### src/rtl/stream_upsizer_pkg.sv
// Shared constants and width helpers for the stream upsizer family.
package stream_upsizer_pkg;

  localparam int DEFAULT_IN_W  = 4;
  localparam int DEFAULT_RATIO = 16;

  // Width of a beat count that must represent 0..ratio inclusive.
  function automatic int cw_of(input int ratio);
    return $clog2(ratio + 1);
  endfunction

  // Width of a slot pointer that ranges over 0..ratio-1.
  function automatic int ptr_w_of(input int ratio);
    return (ratio > 1) ? $clog2(ratio) : 1;
  endfunction

endpackage

### src/rtl/upsizer_out_reg.sv
// Single-entry holding register with valid/ready load and drain logic.
// A load is allowed whenever the register is empty or draining this cycle,
// so a drain and a reload on the same edge keep valid high with no bubble.
module upsizer_out_reg #(
  parameter int DW = 8
) (
  input  logic          clock,
  input  logic          reset,
  input  logic          load,
  input  logic [DW-1:0] load_data,
  input  logic          ready,
  output logic          valid,
  output logic [DW-1:0] data,
  output logic          can_load
);

  assign can_load = !valid | ready;

  // Load wins over drain; payload holds its value after a drain.
  always_ff @(posedge clock or posedge reset) begin
    if (reset) begin
      valid <= 1'b0;
      data  <= '0;
    end else if (load) begin
      valid <= 1'b1;
      data  <= load_data;
    end else if (valid && ready) begin
      valid <= 1'b0;
    end
  end

endmodule

### src/rtl/stream_upsizer.sv
// Narrow-to-wide stream gearbox: packs RATIO beats of IN_W bits into one
// word (beat 0 in the low slot), with early termination on enq_last that
// emits a zero-padded partial word plus its beat count.
module stream_upsizer
  import stream_upsizer_pkg::*;
#(
  parameter  int IN_W  = DEFAULT_IN_W,
  parameter  int RATIO = DEFAULT_RATIO,
  localparam int OUT_W = IN_W * RATIO,
  localparam int CW    = cw_of(RATIO)
) (
  input  logic             clock,
  input  logic             reset,
  output logic             enq_ready,
  input  logic             enq_valid,
  input  logic [IN_W-1:0]  enq_bits,
  input  logic             enq_last,
  input  logic             deq_ready,
  output logic             deq_valid,
  output logic [OUT_W-1:0] deq_bits,
  output logic [CW-1:0]    deq_count,
  output logic             deq_last
);

  localparam int PW = ptr_w_of(RATIO);
  localparam int HW = OUT_W + CW + 1;

  logic [PW-1:0]   ptr;
  logic            enq_fire;
  logic            closing;
  logic [IN_W-1:0] acc [RATIO];
  logic [OUT_W-1:0] word;
  logic [CW-1:0]   count;
  logic [HW-1:0]   load_data;
  logic [HW-1:0]   held;

  assign enq_fire = enq_valid & enq_ready;
  assign closing  = enq_last | (ptr == PW'(RATIO - 1));

  // Slot pointer: advances per accepted beat, returns to 0 on the closing beat.
  always_ff @(posedge clock or posedge reset) begin
    if (reset) begin
      ptr <= '0;
    end else if (enq_fire) begin
      ptr <= closing ? '0 : ptr + PW'(1);
    end
  end

  // Accumulator holds the non-closing beats; it needs no reset because the
  // word builder never reads slots at or above ptr.
  always_ff @(posedge clock) begin
    if (enq_fire && !closing) begin
      acc[ptr] <= enq_bits;
    end
  end

  // Word builder: stored slots below ptr, the live beat at ptr, zeros above.
  for (genvar gi = 0; gi < RATIO; gi++) begin : g_slot
    assign word[gi*IN_W +: IN_W] = (PW'(gi) < ptr)  ? acc[gi]  :
                                   (PW'(gi) == ptr) ? enq_bits : '0;
  end

  assign count     = CW'(ptr) + CW'(1);
  assign load_data = {enq_last, count, word};

  upsizer_out_reg #(
    .DW (HW)
  ) u_out_reg (
    .clock     (clock),
    .reset     (reset),
    .load      (enq_fire & closing),
    .load_data (load_data),
    .ready     (deq_ready),
    .valid     (deq_valid),
    .data      (held),
    .can_load  (enq_ready)
  );

  assign {deq_last, deq_count, deq_bits} = held;

endmodule
### config.mk
export PLATFORM = sky130hd
export DESIGN_NAME = stream_upsizer
export DESIGN_NICKNAME = d
export VERILOG_FILES = /design/src/rtl/stream_upsizer_pkg.sv /design/src/rtl/upsizer_out_reg.sv /design/src/rtl/stream_upsizer.sv
export SDC_FILE = /design/constraint.sdc
export NUM_CORES = 1
export LEC_CHECK = 0
export ABC_CLOCK_PERIOD_IN_PS = 2350
export BUFFER_PORTS_ARGS = -buffer_cell sky130_fd_sc_hd__clkbuf_2
export CAP_MARGIN = 20
export CORE_MARGIN = 2
export CORE_UTILIZATION = 51
export CTS_CLUSTER_DIAMETER = 120
export DETAILED_ROUTE_END_ITERATION = 8
export GPL_TIMING_DRIVEN = 0
export MAX_ROUTING_LAYER = met4
export PLACE_DENSITY = 0.86
export SLEW_MARGIN = 20
export SYNTH_ARGS = -nofsm -noshare
export SYNTH_HDL_FRONTEND = slang
export SYNTH_SLANG_ARGS = --single-unit
### constraint.sdc
create_clock -name clock -period 2.35 [get_ports clock]
set_clock_uncertainty 0.05 [all_clocks]
set_input_delay 0.235 -clock clock [delete_from_list [all_inputs] [get_ports clock]]
set_output_delay 0.235 -clock clock [all_outputs]
set_load 0.01 [all_outputs]
==> insert_results.sql <==
INSERT INTO impl_metrics (metric_group, metric, value, unit) VALUES
('pwr', 'leakage', '3.03', 'nW'),
('pwr', 'fin_total_pwr', '6.52', 'mW'),
('synthesis', 'post_synth_inst_count', '517', ''),
('synthesis', 'synthArstFlopShare', '0.556', ''),
('worst_setup_path', 'crit_arrival', '2.43', 'ns'),
('cts', 'cts_buffers', '17', ''),
('layout', 'layout.cells.most_common', 'sky130_fd_sc_hd__nand2_1', ''),
('worst_setup_path', 'worstPathRequired', '2.50', 'ns'),
('global_route', 'grt_antenna_before_repair', '0', ''),
('layout', 'n_antenna_cell', '0', ''),
('worst_setup_path', 'path_max_fanout', '10', ''),
('timing', 'slew_at_the_pin_with_the_worst_max_slew_slack', '0.664', 'ns'),
('timing', 'timing.max_slew.rel_slack', '0.558', ''),
('floorplan', 'ioPinCount', '81', ''),
('timing', 'timing_hold_violations_final', '0', ''),
('layout', 'area.sequential', '0.00368', 'sq mm'),
('synthesis', 'synth_warnings', '0', ''),
('global_route', 'grt_pass1_wl', '22600', 'um'),
('synthesis', 'ys_dominant_reg_cell', 'sky130_fd_sc_hd__dfrtp_1', ''),
('layout', 'post_route_cells_drive_above_1_share', '0.246', ''),
('floorplan', 'die_area', '0.0119', 'sq mm'),
('worst_setup_path', 'worstSetupPathType', 'register to register', ''),
('cts', 'cts_num_sinks', '135', ''),
('synthesis', 'synth-edff-count', '60', ''),
('pwr', 'ir_worst_vdd', '0.547', 'mV'),
('synthesis', 'synth.distinct_cells', '36', ''),
('layout', 'nFillCells', '780', ''),
('detailed_routing', 'post-route-drc-count', '0', ''),
('cts', 'cts_tree', 'yes', ''),
('cts', 'cts.clk_slew.worst_paths', '0.06', 'ns'),
('detailed_routing', 'iteration_count_of_the_initial_detailed_routing_pass', '7', ''),
('synthesis', 'ys_ff_latch', '135', ''),
('worst_setup_path', 'worstSetupEndpointType', 'register', ''),
('status', 'status', 'complete, no violations', ''),
('layout', 'most-common-layout-cells', 'sky130_fd_sc_hd__nand2_1, sky130_fd_sc_hd__clkbuf_2, sky130_fd_sc_hd__dfrtp_1', ''),
('placed_design', 'placed_cells_incl_taps', '737', ''),
('global_route', 'maximum_number_of_pins_on_one_net_before_global_route_repair', '52', ''),
('floorplan', 'die_w', '109', 'um'),
('detailed_routing', 'vias_per_cell', '5.94', ''),
('floorplan', 'floorplan.die.height', '109', 'um'),
('detailed_routing', 'antenna_left', '0', ''),
('cts', 'cts_buffer_depth', '2', ''),
('global_route', 'overflow', '0', ''),
('cts', 'h_tree_depth', '4', ''),
('synthesis', 'netlist_area', '0.00564', 'sq mm'),
('floorplan', 'core_area', '0.0108', 'sq mm'),
('synthesis', 'syn_area_per_cell', '10.9', 'sq um'),
('layout', 'count_of_nets_after_finishing', '630', ''),
('synthesis', 'yosysSeqAreaShare', '0.652', ''),
('worst_setup_path', 'timing.critical_path.from_type', 'register', ''),
('cts', 'cts_setup_buffers', '0', ''),
('timing', 'fin_worst_hold_slack', '0.0862', 'ns'),
('pwr', 'power_per_cell_area', '934', 'mW/mm^2'),
('worst_setup_path', 'reg2reg_depth', '7', ''),
('timing', 'achievable-frequency', '438', 'MHz'),
('layout', 'multi_input_gate_area_in_the_final_layout', '0.00181', 'sq mm'),
('cts', 'worstSkewPairLatency', '0.53', 'ns'),
('detailed_routing', 'detailed_route_via_count', '4565', ''),
('detailed_routing', 'detail_route.wl_per_cell', '19.4', 'um'),
('hold_path', 'worst_hold_path_type', 'primary input to register', ''),
('global_route', 'vias_in_the_first_global_route', '4498', ''),
('layout', 'layout-area-overhead-vs-synth', '23.6', '%'),
('placed_design', 'dp.final_hpwl', '9730', 'um'),
('global_route', 'global_route.usage.total', '0.270', ''),
('hold_path', 'hold-path-cell-count', '3', ''),
('timing', 'finalSetupViolations', '0', ''),
('detailed_routing', 'detail_route.wirelength', '14900', 'um'),
('timing', 'unrepaired_setup_endpoints_after_global_routing', 'true', ''),
('placed_design', 'place_congestion', '0.905', ''),
('timing', 'min_period', '2.28', 'ns'),
('layout', 'final-instance-count-excl-fill', '769', ''),
('cts', 'cts-root-buf', 'sky130_fd_sc_hd__clkbuf_8', ''),
('job', 'timing.max_cap.violations', '0', ''),
('detailed_routing', 'detailedRoute.firstIterationViolations', '633', ''),
('synthesis', 'synth_fp_nets', '531', ''),
('floorplan', 'number_of_standard_cell_rows_in_the_floorplan', '38', ''),
('timing', 'final_min_period_over_clock_period', '0.972', ''),
('timing', 'report.final.slew_viol_count', '0', ''),
('floorplan', 'initial_core_util', '0.521', ''),
('placed_design', 'port-buffer-count', '79', '');
[synthesized netlist by cell type, types with 6 or more instances]
master                      n  area, sq um
sky130_fd_sc_hd__o31ai_1   12         90.1
sky130_fd_sc_hd__buf_2     21          105
sky130_fd_sc_hd__nand2_1   93          349
sky130_fd_sc_hd__a31oi_1   16          100
sky130_fd_sc_hd__mux2i_1    8         80.1
sky130_fd_sc_hd__o21ai_0   51          255
sky130_fd_sc_hd__nand3_1   22          110
sky130_fd_sc_hd__nor2b_1    6         37.5
sky130_fd_sc_hd__o21ai_1    8         40.0
sky130_fd_sc_hd__a21oi_1   21          105
sky130_fd_sc_hd__nand4_1    8         50.1
sky130_fd_sc_hd__nor3_1     7         35.0
sky130_fd_sc_hd__clkbuf_1  19         71.3
sky130_fd_sc_hd__dfrtp_1   75         1880
sky130_fd_sc_hd__nor2_1    41          154
sky130_fd_sc_hd__edfxtp_1  60         1800
[layer usage]
layer  global-route usage  up-vias  share of wire
li1                     -     2027              -
met1                0.313     2167           0.38
met2                0.428      307           0.49
met3               0.0562       64          0.089
met4                0.175        0          0.043
met5                    -        -              0
[report_power, final]
part	total (mW)	internal (mW)	switching (mW)
Clock	2.97	1.99	0.986
Sequential	2.68	2.60	0.0796
Combinational	0.863	0.286	0.577
[worst paths after layout]
| path | from | slack, ns | endpoint |
|---|---|---|---|
| worst max-delay path | ptr[1] | 0.07 | acc[4][3] |
| worst min-delay path | enq_valid | 0.09 | u_out_reg.data[69] |
| worst max register to register | ptr[1] | 0.07 | acc[4][3] |
| worst min register to register | u_out_reg.data[33] | 0.42 | u_out_reg.data[33] |
| max in group asynchronous | reset | 1.53 | u_out_reg.data[19] |
| min in group asynchronous | reset | 0.16 | u_out_reg.data[14] |
[critical path, stage by stage, from the launching register on]
cell and delay [ns]:
sky130_fd_sc_hd__dfrtp_1 0.42, sky130_fd_sc_hd__clkbuf_2 0.20, sky130_fd_sc_hd__clkbuf_2 0.22, sky130_fd_sc_hd__inv_1 0.13, sky130_fd_sc_hd__ha_1 0.14, sky130_fd_sc_hd__buf_2 0.25
sky130_fd_sc_hd__nand2_1 0.20, sky130_fd_sc_hd__nor2_1 0.33
[cells by family after synthesis]
logic type | synth area share
AND/OR/NAND/NOR | 0.153
flip-flops | 0.652
AO/OA/AOI/OAI | 0.121
buffers and inverters | 0.0379
multiplexers | 0.0222
adder cells (fa/ha/maj) | 0.0111
XOR/XNOR | 0.00310
[layout make-up]
class,instances,area share
inverters,5,0.00305
clock inverters,13,0.0321
repair buffers,81,0.0621
plain buffers,43,0.0282
clock buffers,19,0.0633
well taps,140,0.0251
multi-input cells,333,0.259
flip-flops and latches,135,0.527
[registers in the layout, indices dropped and copies added (netlist names)]
name / count
u_out_reg.data: 70
acc: 60
ptr: 4
u_out_reg.valid: 1
[stage by stage]
stage / cell area, sq um / worst slack [ns] / utilization / setup TNS, ns
after detailed placement: 6240 / -0.157 / 0.576 / -1.96
final: 6980 / 0.0661 / 0.644 / 0
after global routing: 6980 / -0.0129 / 0.644 / -0.0483
after CTS: 6930 / -0.158 / 0.639 / -1.29
after floorplan: 5640 / 0.155 / - / 0
after global placement: 6210 / -0.579 / 0.573 / -43.23
[timing repair]
action / 4_1_cts / 5_1_grt
hold buffers: 1 / 0
setup endpoints to repair: 21 / 43
gates resized for setup: 3 / 17
hold endpoints to repair: 75 / 0
Note: power is estimated with default switching activity, not from simulation.
